[src/rtl/vend_pkg.sv]
// Shared definitions for the vending-machine paying path: state codes,
// seven-segment glyphs and the binary-to-BCD helper used by the display.
package vend_pkg;

    typedef enum logic [2:0] {
        ST_NONE   = 3'd0,
        ST_START  = 3'd1,
        ST_SELECT = 3'd2,
        ST_CHECK  = 3'd3,
        ST_TIME   = 3'd4,
        ST_PAY    = 3'd5,
        ST_CHANGE = 3'd6,
        ST_RETURN = 3'd7
    } pay_state_e;

    // Segment order is {dp,g,f,e,d,c,b,a}; dp is never lit.
    localparam logic [7:0] GLYPH_BLANK = 8'h00;
    localparam logic [7:0] GLYPH_E     = 8'h79;
    localparam logic [7:0] GLYPH_F     = 8'h71;
    localparam logic [7:0] GLYPH_D     = 8'h5E;
    localparam logic [7:0] GLYPH_DASH  = 8'h40;

    function automatic logic [7:0] seg7(input logic [3:0] digit);
        logic [7:0] g;
        case (digit)
            4'd0:    g = 8'h3F;
            4'd1:    g = 8'h06;
            4'd2:    g = 8'h5B;
            4'd3:    g = 8'h4F;
            4'd4:    g = 8'h66;
            4'd5:    g = 8'h6D;
            4'd6:    g = 8'h7D;
            4'd7:    g = 8'h07;
            4'd8:    g = 8'h7F;
            4'd9:    g = 8'h6F;
            default: g = GLYPH_BLANK;
        endcase
        return g;
    endfunction

    // Double-dabble: returns {hundreds, tens, ones} for 0..255.
    function automatic logic [11:0] bin2bcd(input logic [7:0] bin);
        logic [19:0] sr;
        sr = {12'd0, bin};
        for (int i = 0; i < 8; i++) begin
            if (sr[11:8] >= 4'd5)  sr[11:8]  = sr[11:8] + 4'd3;
            if (sr[15:12] >= 4'd5) sr[15:12] = sr[15:12] + 4'd3;
            if (sr[19:16] >= 4'd5) sr[19:16] = sr[19:16] + 4'd3;
            sr = sr << 1;
        end
        return sr[19:8];
    endfunction

endpackage

[src/rtl/key_debounce.sv]
// Debouncer: two-flop synchronizer followed by a stability counter; the
// output only follows an input level that held for DB_CYCLES clocks.
module key_debounce
    import vend_pkg::*;
#(
    parameter int DB_CYCLES = 2_000_000
) (
    input  logic clk,
    input  logic rst,
    input  logic din,
    output logic dout
);

    localparam int CNT_W = (DB_CYCLES > 1) ? $clog2(DB_CYCLES) : 1;
    localparam logic [CNT_W-1:0] CNT_MAX = CNT_W'(DB_CYCLES - 1);

    logic [1:0]       sync_q, sync_d;
    logic [CNT_W-1:0] cnt_q, cnt_d;
    logic             dout_q, dout_d;

    always_comb begin
        sync_d = {sync_q[0], din};
        cnt_d  = cnt_q + CNT_W'(1);
        dout_d = dout_q;
        if (sync_q[1] == dout_q) begin
            cnt_d = '0;
        end else if (cnt_q == CNT_MAX) begin
            cnt_d  = '0;
            dout_d = sync_q[1];
        end
    end

    always_ff @(posedge clk) begin
        if (!rst) begin
            sync_q <= '0;
            cnt_q  <= '0;
            dout_q <= 1'b0;
        end else begin
            sync_q <= sync_d;
            cnt_q  <= cnt_d;
            dout_q <= dout_d;
        end
    end

    assign dout = dout_q;

endmodule

[src/rtl/pay_display_unit.sv]
// Status display for the paying FSM: scans an 8-digit multiplexed
// seven-segment display and drives the per-state status LEDs.
module pay_display_unit
    import vend_pkg::*;
#(
    parameter int SCAN_DIV  = 100_000,
    parameter int DB_CYCLES = 2_000_000
) (
    input  logic       clk,
    input  logic       rst,
    input  logic       clkout1,
    input  logic       clkout2,
    input  logic [7:0] num1,
    input  logic [7:0] num2,
    input  logic [7:0] num3,
    input  logic [7:0] num4,
    input  logic [7:0] paid_money,
    input  logic [7:0] change,
    input  logic [2:0] state,
    input  logic       not_enough,
    input  logic [7:0] left_time,
    input  logic       money_enough,
    input  logic       done,
    input  logic [7:0] require_money,
    output logic [7:0] segment_led,
    output logic [7:0] seg_en,
    output logic [6:0] led_en
);

    localparam int CNT_W = (SCAN_DIV > 1) ? $clog2(SCAN_DIV) : 1;
    localparam logic [CNT_W-1:0] CNT_MAX = CNT_W'(SCAN_DIV - 1);

    logic [CNT_W-1:0] scan_cnt_q, scan_cnt_d;
    logic [2:0]       digit_idx_q, digit_idx_d;
    logic [7:0]       seg_en_q, seg_en_d;
    logic [7:0]       segment_led_q, segment_led_d;
    logic [6:0]       led_en_q, led_en_d;

    logic             blink_slow, blink_fast;
    logic [7:0][7:0]  glyph_map;
    logic [11:0]      num1_bcd, num2_bcd, num3_bcd, num4_bcd;
    logic [11:0]      time_bcd, req_bcd, paid_bcd, change_bcd;
    pay_state_e       cur_state;
    logic             unused_money_enough;

    // money_enough has no effect on what is displayed.
    assign unused_money_enough = money_enough;
    assign cur_state = pay_state_e'(state);

    key_debounce #(.DB_CYCLES(DB_CYCLES)) u_db_slow (
        .clk  (clk),
        .rst  (rst),
        .din  (clkout1),
        .dout (blink_slow)
    );

    key_debounce #(.DB_CYCLES(DB_CYCLES)) u_db_fast (
        .clk  (clk),
        .rst  (rst),
        .din  (clkout2),
        .dout (blink_fast)
    );

    assign num1_bcd   = bin2bcd(num1);
    assign num2_bcd   = bin2bcd(num2);
    assign num3_bcd   = bin2bcd(num3);
    assign num4_bcd   = bin2bcd(num4);
    assign time_bcd   = bin2bcd(left_time);
    assign req_bcd    = bin2bcd(require_money);
    assign paid_bcd   = bin2bcd(paid_money);
    assign change_bcd = bin2bcd(change);

    // Two-digit fields drop the hundreds digit, i.e. show value mod 100.
    always_comb begin
        glyph_map = '0;
        case (cur_state)
            ST_START: glyph_map = {8{GLYPH_DASH}};
            ST_SELECT, ST_CHECK: begin
                if (cur_state == ST_CHECK && not_enough) begin
                    glyph_map[7] = GLYPH_E;
                end else begin
                    glyph_map[7] = seg7(num1_bcd[7:4]);
                    glyph_map[6] = seg7(num1_bcd[3:0]);
                    glyph_map[5] = seg7(num2_bcd[7:4]);
                    glyph_map[4] = seg7(num2_bcd[3:0]);
                    glyph_map[3] = seg7(num3_bcd[7:4]);
                    glyph_map[2] = seg7(num3_bcd[3:0]);
                    glyph_map[1] = seg7(num4_bcd[7:4]);
                    glyph_map[0] = seg7(num4_bcd[3:0]);
                end
            end
            ST_TIME, ST_PAY: begin
                glyph_map[7] = seg7(time_bcd[7:4]);
                glyph_map[6] = seg7(time_bcd[3:0]);
                glyph_map[5] = seg7(req_bcd[11:8]);
                glyph_map[4] = seg7(req_bcd[7:4]);
                glyph_map[3] = seg7(req_bcd[3:0]);
                glyph_map[2] = seg7(paid_bcd[11:8]);
                glyph_map[1] = seg7(paid_bcd[7:4]);
                glyph_map[0] = seg7(paid_bcd[3:0]);
            end
            ST_CHANGE, ST_RETURN: begin
                if (cur_state == ST_RETURN) glyph_map[7] = GLYPH_D;
                else                        glyph_map[7] = blink_fast ? GLYPH_F : GLYPH_BLANK;
                glyph_map[5] = seg7(req_bcd[11:8]);
                glyph_map[4] = seg7(req_bcd[7:4]);
                glyph_map[3] = seg7(req_bcd[3:0]);
                glyph_map[2] = seg7(change_bcd[11:8]);
                glyph_map[1] = seg7(change_bcd[7:4]);
                glyph_map[0] = seg7(change_bcd[3:0]);
            end
            default: glyph_map = '0;
        endcase
    end

    // Segments are fetched for the next digit index so they change together with seg_en.
    always_comb begin
        scan_cnt_d  = scan_cnt_q + CNT_W'(1);
        digit_idx_d = digit_idx_q;
        if (scan_cnt_q == CNT_MAX) begin
            scan_cnt_d  = '0;
            digit_idx_d = digit_idx_q + 3'd1;
        end
        seg_en_d      = 8'd1 << digit_idx_d;
        segment_led_d = glyph_map[digit_idx_d];
    end

    always_comb begin
        led_en_d = '0;
        if (cur_state != ST_NONE) led_en_d = 7'd1 << (state - 3'd1);
        if (cur_state == ST_CHECK && not_enough) led_en_d = {7{blink_slow}};
        if (cur_state == ST_RETURN && done) led_en_d[6] = led_en_d[6] | blink_fast;
    end

    always_ff @(posedge clk) begin
        if (!rst) begin
            scan_cnt_q    <= '0;
            digit_idx_q   <= '0;
            seg_en_q      <= 8'b0000_0001;
            segment_led_q <= '0;
            led_en_q      <= '0;
        end else begin
            scan_cnt_q    <= scan_cnt_d;
            digit_idx_q   <= digit_idx_d;
            seg_en_q      <= seg_en_d;
            segment_led_q <= segment_led_d;
            led_en_q      <= led_en_d;
        end
    end

    assign seg_en      = seg_en_q;
    assign segment_led = segment_led_q;
    assign led_en      = led_en_q;

endmodule

[config.mk]
export PLATFORM = sky130hd
export DESIGN_NAME = pay_display_unit
export DESIGN_NICKNAME = d
export VERILOG_FILES = /design/src/rtl/vend_pkg.sv /design/src/rtl/key_debounce.sv /design/src/rtl/pay_display_unit.sv
export SDC_FILE = /design/constraint.sdc
export NUM_CORES = 1
export LEC_CHECK = 0
export BUFFER_PORTS_ARGS = -buffer_cell sky130_fd_sc_hd__buf_2
export CORE_MARGIN = 3
export CORE_UTILIZATION = 30
export CTS_CLUSTER_SIZE = 30
export DETAILED_ROUTE_END_ITERATION = 6
export GPL_ROUTABILITY_DRIVEN = 0
export HOLD_SLACK_MARGIN = 0.12
export SLEW_MARGIN = 20
export SYNTH_ARGS = -nofsm -noshare
export SYNTH_HDL_FRONTEND = slang
export SYNTH_SLANG_ARGS = --single-unit
export TNS_END_PERCENT = 5
[constraint.sdc]
create_clock -name clk -period 18.46 [get_ports clk]
set_input_delay 0 -clock clk [delete_from_list [all_inputs] [get_ports clk]]
set_output_delay 0 -clock clk [all_outputs]
set_load 0.02 [all_outputs]
==> results by group, run 1 <==
STA
  • Endpoints failing setup: 0
  • Number of pins exceeding their max-slew limit in the final report: 0
  • Share of the clock period used by the worst path: 41.9%
  • Achievable frequency: 129 MHz
  • Total negative setup slack: 0 ps
  • Final Hold Fails: 0
  • Clock tree skew after final layout: 8.41 ps
  • RSZ-0062 raised after global routing: false
  • Minimum period implied by the final worst setup slack: 7740 ps
  • Transition at the pin with the smallest max-transition slack: 1010 ps
  • Relative slew slack: 30.4%

Logic synthesis
  • Combined area of all synthesized cells: 0.0159 mm2
  • Yosys warnings: 0
  • Syn Nets: 2424
  • Predominant post-synthesis flop cell: sky130_fd_sc_hd__dfxtp_1
  • Cell variety after synth: 118
  • Part of the Yosys area used for sequential elements: 11.3%
  • Post-synth EDFFs: 0
  • Synth Instances: 2179
  • Share of flip-flops with an asynchronous set or reset: 0%
  • Per-instance average area after synthesis: 7.31 um2
  • Seq cells post-synth: 90

Power
  • Static power due to leakage: 0.00721 uW
  • Maximum vdd ir drop: 0.0430 mV
  • Power density of the placed cells: 92.7 mW/mm2

CTS
  • Number of clock sinks: 90
  • Maximum buffer depth of the clock tree: 2
  • CTS buffer count: 9
  • Clock slew at the register clock pins of the worst setup and hold paths: 70 ps
  • Count of cells resized by post-cts repair: 0
  • Clock latency on the worst-skew pair: 340 ps
  • Clock tree from TritonCTS: done
  • Max H-tree Level: 3
  • Clock root buffer: sky130_fd_sc_hd__clkbuf_16
  • Number of buffers inserted for hold repair after clock tree synthesis: 9
  • Count of buffers added by post-CTS timing repair for setup: 0

Route
  • Number of DRC violations after detailed routing: 0
  • Final wirelength: 44800 um
  • Count of vias placed by the detailed router: 16300
  • Via-to-Cell Ratio: 5.57
  • Detail-routed net length per standard cell: 15.3 um
  • Violation count after the first detailed-routing iteration: 1121
  • Pre-antenna DRT Iters: 5
  • Detail Route Antenna Nets: 0

Global route
  • Total Routing Usage GR: 15.1%
  • Vias in the first global route: 15200
  • Antenna violations before repair: 8
  • First-pass GRT wire length: 73900 um
  • Pin count of the biggest net entering global routing: 36
  • Global route overflow: 0

Place
  • Instance area after placement: 0.0171 mm2
  • Count of input and output buffers: 94
  • HPWL after detailed placement: 36200 um

Worst setup path
  • Data required time of the critical path: 18690 ps
  • CP Launch Type: input pin
  • Slowest library cell on the worst path: sky130_fd_sc_hd__a2111oi_0
  • Crit Path Max Fanout: 10
  • Critical Setup Path Class: input pin to register
  • Worst reg2reg path startpoint: scan_cnt_q[0]$_SDFF_PP0_
  • Reg-to-Reg End: segment_led[3]$_SDFF_PN0_
  • Slack of the worst reg-to-reg path: 15050 ps
  • Critical Path AT: 7960 ps
  • Most prevalent standard cell on the critical path: sky130_fd_sc_hd__ha_1
  • Crit path capture type: register
  • Biggest cell delay along the critical path: 500 ps
  • Count of cells along the worst register-to-register path: 15

Die
  • X dimension of the die: 237 um
  • Die outline height: 237 um
  • Floorplan row count: 83
  • Ports placed on the boundary: 97
  • Starting density of the core: 30.7%
  • Core region area: 0.0519 mm2
  • Die outline area: 0.0559 mm2

Hold path
  • Hold wc startpoint: num3[0]
  • Hold Path Depth: 5
  • Worst Hold End: segment_led[0]$_SDFF_PN0_
  • Hold/Removal Path Class: input pin to register

Run status
  • Run status: complete, no violations

Layout
  • Most common cell after layout, fill and taps aside: sky130_fd_sc_hd__nor2_1
  • Most frequent cells in the layout: sky130_fd_sc_hd__nor2_1, sky130_fd_sc_hd__ha_1, sky130_fd_sc_hd__inv_1
  • Total number of nets in the final design: 2489
  • Cell area after layout: 0.0175 mm2
  • Relative area change from synthesis to final layout: 9.59%
  • Fraction of layout instances using a drive strength above 1: 11.2%

Flow run
  • Max-capacitance violation count: 0
==> power breakdown <==
| group | internal (uW) | switching, uW | leakage (uW) |
|---|---|---|---|
| registers | 199 | 6.12 | 0.000728 |
| logic | 476 | 760 | 0.00634 |
| clock network | 94.8 | 83.7 | 0.000141 |
==> synth_stat cells (16+ instances only) <==
cell | instances | share of area (%)
sky130_fd_sc_hd__nor2_1 | 226 | 5.3
sky130_fd_sc_hd__nand2b_1 | 40 | 1.6
sky130_fd_sc_hd__dfxtp_1 | 90 | 11
sky130_fd_sc_hd__and2_1 | 21 | 0.82
sky130_fd_sc_hd__a21oi_1 | 135 | 4.2
sky130_fd_sc_hd__a31oi_1 | 29 | 1.1
sky130_fd_sc_hd__nor4_1 | 17 | 0.67
sky130_fd_sc_hd__a211oi_1 | 45 | 2.1
sky130_fd_sc_hd__xor2_1 | 41 | 2.3
sky130_fd_sc_hd__clkbuf_1 | 41 | 0.97
sky130_fd_sc_hd__ha_1 | 171 | 13
sky130_fd_sc_hd__and3_1 | 27 | 1.1
sky130_fd_sc_hd__a21o_1 | 39 | 1.8
sky130_fd_sc_hd__mux2i_1 | 69 | 4.3
sky130_fd_sc_hd__nand2_1 | 161 | 3.8
sky130_fd_sc_hd__nor2b_1 | 30 | 1.2
sky130_fd_sc_hd__nand3_1 | 70 | 2.2
sky130_fd_sc_hd__nand4_1 | 23 | 0.90
sky130_fd_sc_hd__o21ai_0 | 112 | 3.5
sky130_fd_sc_hd__o21ai_1 | 16 | 0.50
sky130_fd_sc_hd__mux2_2 | 31 | 2.2
sky130_fd_sc_hd__inv_1 | 165 | 3.9
sky130_fd_sc_hd__nor3_1 | 54 | 1.7
sky130_fd_sc_hd__o211ai_1 | 46 | 2.2
sky130_fd_sc_hd__xnor2_1 | 55 | 3.0
sky130_fd_sc_hd__a211o_1 | 16 | 0.88
sky130_fd_sc_hd__or3_1 | 24 | 0.94
==> critical path, delay by kind of cell <==
kind	cells	cell delay (ps)
fa+ha+maj	7	1950
compound gates	9	2430
xor+xnor	3	900
simple gates	12	2250
buf+inv	4	410
==> kinds of logic after synthesis <==
group / after synthesis / synth area share (%)
xor+xnor: 98 / 5.48
flops: 90 / 11.3
fa+ha+maj: 171 / 13.4
other cells: 1 / 0.0235
mux: 111 / 7.47
simple gates: 781 / 24.7
compound gates: 695 / 31.9
buf+inv: 232 / 5.70
==> flip-flops by register name, summed over array words and instances (netlist names) <==
signal            count
scan_cnt_q           17
u_db_slow.cnt_q      21
u_db_slow.dout        1
u_db_fast.dout        1
u_db_fast.sync_q      2
segment_led           7
u_db_slow.sync_q      2
u_db_fast.cnt_q      21
led_en                7
seg_en                8
digit_idx_q           3
==> routing by layer <==
metal	vias up	share of wire [%]	global-route usage, %
met5	-	0.12	0
met4	10	1.4	3.01
met3	47	4.5	1.95
met2	350	48	26.3
met1	7675	46	20.1
li1	8252	-	-
==> layout make-up <==
class / instances / area, um2
clock buffers: 9 / 225
multi-input cells: 1857 / 13200
diodes: 5 / 12.5
fillers: 5502 / 34500
inverters: 176 / 661
flip-flops and latches: 90 / 1800
clock inverters: 7 / 70.1
repair buffers: 110 / 613
well taps: 680 / 851
==> metrics by stage <==
stage	setup slack (ps)	hold WS [ps]	total power (uW)	util (%)	std cells
after detailed placement	10470	218	1420	32.9	2904
final	10720	251	1620	33.6	2934
after global placement	10680	219	1380	32.9	2904
after global routing	10040	269	1780	33.6	2932
after floorplan	11880	127	1170	-	2179
after CTS	10820	219	1610	33.6	2929
==> worst max path at each step <==
stage / from / end / slack [ps] / depth (start not counted)
final: require_money[5] / segment_led[6]$_SDFF_PN0_ / 10720 / 35
after global routing: require_money[5] / segment_led[6]$_SDFF_PN0_ / 10040 / 35
after CTS: require_money[5] / segment_led[6]$_SDFF_PN0_ / 10820 / 35
after detailed placement: require_money[5] / segment_led[6]$_SDFF_PN0_ / 10470 / 35
after global placement: require_money[5] / segment_led[6]$_SDFF_PN0_ / 10680 / 35
after floorplan: left_time[5] / segment_led[1]$_SDFF_PN0_ / 11880 / 35
Note: power is estimated with default switching activity, not from simulation.
==> run 2: changes to the inputs <==
ABC_AREA = 1   (was not set)
clock period = 7.7 ns   (was 18.46 ns; I/O delays follow)
==> results by group, run 2 <==
Layout
  • Relative area change from synthesis to final layout: 11.6%
  • Total number of nets in the final design: 2691 (+8.1%)
  • Final non-filler cell total: 3043 (+3.7%)
  • Registers with the most flip-flops: u_db_fast.cnt_q: 21 flops, u_db_slow.cnt_q: 21 flops, scan_cnt_q: 17 flops
  • Core utilization of the finished layout: 34.3% (+0.67 points)
  • # fillers: 4882 (-11%)
  • Fraction of layout instances using a drive strength above 1: 13.2% (+2.0 points)
  • Most frequent cells in the layout: sky130_fd_sc_hd__nand2_1, sky130_fd_sc_hd__inv_1, sky130_fd_sc_hd__nand3_1
  • Most common cell after layout, fill and taps aside: sky130_fd_sc_hd__nand2_1
  • Antenna diode instance count: 0 (-5)

Run status
  • Run status: complete, no violations

Worst setup path
  • Count of cells along the worst register-to-register path: 14 (-1)
  • Slack of the worst reg-to-reg path: 4310 ps (-10740 ps)
  • Critical Setup Path Class: input pin to register
  • CP Launch Type: input pin
  • Critical Path AT: 5940 ps (-2020 ps)
  • Biggest cell delay along the critical path: 290 ps (-210 ps)
  • Crit path capture type: register
  • Slowest library cell on the worst path: sky130_fd_sc_hd__or2_2
  • Worst reg2reg path startpoint: scan_cnt_q[0]$_SDFF_PP0_
  • Most prevalent standard cell on the critical path: sky130_fd_sc_hd__nand2_1
  • Data required time of the critical path: 8000 ps (-10690 ps)
  • Reg-to-Reg End: segment_led[4]$_SDFF_PN0_
  • Crit Path Max Fanout: 5 (-5)

Logic synthesis
  • Yosys top cell by area: sky130_fd_sc_hd__nand2_1
  • Synth area leaders: sky130_fd_sc_hd__nand2_1, sky130_fd_sc_hd__ha_1, sky130_fd_sc_hd__dfxtp_1, sky130_fd_sc_hd__nand3_1, sky130_fd_sc_hd__inv_1
  • Yosys warnings: 0 (unchanged)
  • Syn Nets: 2586 (+6.7%)
  • Synth Area in Compound Gates: 11.4% (-21 points)
  • Post-synth EDFFs: 0 (unchanged)
  • Part of the Yosys area used for sequential elements: 13.1% (+1.8 points)
  • Seq cells post-synth: 90 (unchanged)
  • Cell variety after synth: 54 (-54%)
  • Most numerous cell types in the synthesized netlist: sky130_fd_sc_hd__nand2_1, sky130_fd_sc_hd__inv_1, sky130_fd_sc_hd__nand3_1
  • Combined area of all synthesized cells: 0.0137 mm2 (-14%)
  • Area share of the leading cell type in the synthesized netlist: 19.2% (+5.8 points)
  • Per-instance average area after synthesis: 5.87 um2 (-20%)
  • Predominant post-synthesis flop cell: sky130_fd_sc_hd__dfxtp_1
  • Adder-Cell Fraction of Synth Area: 15.6% (+2.1 points)
  • Main combinational cell family by area after synthesis: simple AND/OR/NAND/NOR gates
  • Post-synthesis mux area share: 0% (-7.5 points)
  • Share of flip-flops with an asynchronous set or reset: 0% (unchanged)
  • Simple-gate share of the synthesized area: 47.4% (+23 points)
  • Cell with the most instances after synthesis: sky130_fd_sc_hd__nand2_1
  • Synth Instances: 2341 (+7.4%)
  • Post-synthesis xor/xnor area fraction: 1.34% (-4.1 points)

Die
  • Starting density of the core: 30.7% (+0.047 points)
  • Floorplan row count: 77 (-7.2%)
  • Die outline area: 0.0484 mm2 (-13%)
  • Ports placed on the boundary: 97 (unchanged)
  • X dimension of the die: 220 um (-7.0%)
  • Core region area: 0.0447 mm2 (-14%)
  • Die outline height: 220 um (-7.0%)

Route
  • Pre-antenna DRT Iters: 5 (unchanged)
  • Count of vias placed by the detailed router: 14400 (-12%)
  • Violation count after the first detailed-routing iteration: 609 (-46%)
  • Number of DRC violations after detailed routing: 0 (unchanged)
  • Final wirelength: 33700 um (-25%)
  • Via-to-Cell Ratio: 4.72 (-15%)
  • Detail-routed net length per standard cell: 11.1 um (-27%)
  • Detail Route Antenna Nets: 0 (unchanged)

STA
  • Achievable frequency: 177 MHz
  • Minimum period implied by the final worst setup slack: 5640 ps
  • Clock tree skew after final layout: 8.15 ps (-0.258 ps)
  • Total negative setup slack: 0 ps (unchanged)
  • RSZ-0062 raised after global routing: false
  • Share of the clock period used by the worst path: 73.3%
  • Final Hold Fails: 0 (unchanged)
  • Number of pins exceeding their max-slew limit in the final report: 0 (unchanged)
  • Relative slew slack: 41.0% (+11 points)
  • Endpoints failing setup: 0 (unchanged)
  • Transition at the pin with the smallest max-transition slack: 878 ps (-136 ps)

CTS
  • Count of buffers added by post-CTS timing repair for setup: 0 (unchanged)
  • Clock tree from TritonCTS: done
  • Number of clock sinks: 90 (unchanged)
  • CTS buffer count: 9 (unchanged)
  • Clock latency on the worst-skew pair: 350 ps (about the same)
  • Clock slew at the register clock pins of the worst setup and hold paths: 70 ps (about the same)
  • Max H-tree Level: 3 (unchanged)
  • Maximum buffer depth of the clock tree: 2 (unchanged)
  • Clock root buffer: sky130_fd_sc_hd__clkbuf_16

Global route
  • Global route overflow: 0 (unchanged)
  • Total Routing Usage GR: 13.8% (-1.3 points)
  • Pin count of the biggest net entering global routing: 24 (-33%)
  • Antenna violations before repair: 7 (-1)
  • Vias in the first global route: 13500 (-11%)
  • First-pass GRT wire length: 57200 um (-22%)

Power
  • Power density of the placed cells: 235 mW/mm2 (+150%)
  • Maximum vdd ir drop: 0.132 mV (+210%)
  • Total design power: 3600 uW (+120%)
  • Static power due to leakage: 0.00825 uW (+14%)

Hold path
  • Worst Hold End: segment_led[4]$_SDFF_PN0_
  • Hold Path Depth: 5 (unchanged)
  • Hold/Removal Path Class: input pin to register
  • Hold wc startpoint: state[2]

Place
  • HPWL after detailed placement: 28900 um (-20%)
  • Count of input and output buffers: 94 (unchanged)
  • Cell total after placement: 3018 (+3.9%)

Flow run
  • Max-capacitance violation count: 0 (unchanged)
==> run 2: worst max path at each step <==
stage | startpoint | to | slack (ps) | cells after the start
final | left_time[5] | segment_led[3]$_SDFF_PN0_ | 2060 | 45
after global routing | left_time[5] | segment_led[3]$_SDFF_PN0_ | 1450 | 45
after CTS | left_time[5] | segment_led[3]$_SDFF_PN0_ | 2070 | 45
after detailed placement | left_time[5] | segment_led[3]$_SDFF_PN0_ | 1730 | 45
after global placement | left_time[5] | segment_led[3]$_SDFF_PN0_ | 1920 | 45
after floorplan | left_time[5] | segment_led[3]$_SDFF_PN0_ | 2520 | 44
==> run 2: area by class of cell <==
cell class | instances | area, um2 | share of cell area [%]
Multi-Input combinational cell | 1844 | 10400 | 67.9
Sequential cell | 90 | 1800 | 11.7
Inverter | 395 | 1480 | 9.67
Tap cell | 592 | 741 | 4.83
Timing Repair Buffer | 106 | 583 | 3.80
Clock buffer | 9 | 225 | 1.47
Clock inverter | 7 | 95.1 | 0.620
==> run 2: cells by family after synthesis <==
logic type | after synthesis
simple gates | 1409
buf+inv | 407
compound gates | 247
fa+ha+maj | 171
flops | 90
xor+xnor | 16
other cells | 1
==> run 2: critical path: cells and delay by family <==
family | cells | cell delay (ps)
adder cells (fa/ha/maj) | 7 | 1400
XOR/XNOR | 1 | 220
buffers and inverters | 9 | 610
AND/OR/NAND/NOR | 28 | 3700
==> run 2: power breakdown <==
part	switching [uW]	internal [uW]	total, uW	leakage (uW)
sequential	12.5	478	490	0.000728
combinational	1750	895	2640	0.00736
clock	207	262	469	0.000157
==> run 2: metal layers <==
metal | vias to the layer above | wire length [um] | track usage (%)
li1 | 7717 | - | -
met1 | 6416 | 15200 | 16.6
met2 | 187 | 16500 | 26.2
met3 | 42 | 1410 | 1.75
met4 | 14 | 432 | 2.79
met5 | - | 111 | 0
==> run 2: metrics by stage <==
step | hold WS, ps | cell area, um2 | setup WS (ps)
global route | 214 | 15300 | 1450
global placement | 196 | 14900 | 1920
finish | 176 | 15300 | 2060
floorplan | 97.6 | 13700 | 2520
CTS | 160 | 15300 | 2070
detailed placement | 195 | 14900 | 1730
==> run 2: repair_timing <==
item / CTS / global route
endpoints found under the hold margin: 13 / 0
gates resized for setup: 0 / 0
setup endpoints to repair: 0 / 0
hold buffers: 9 / 0
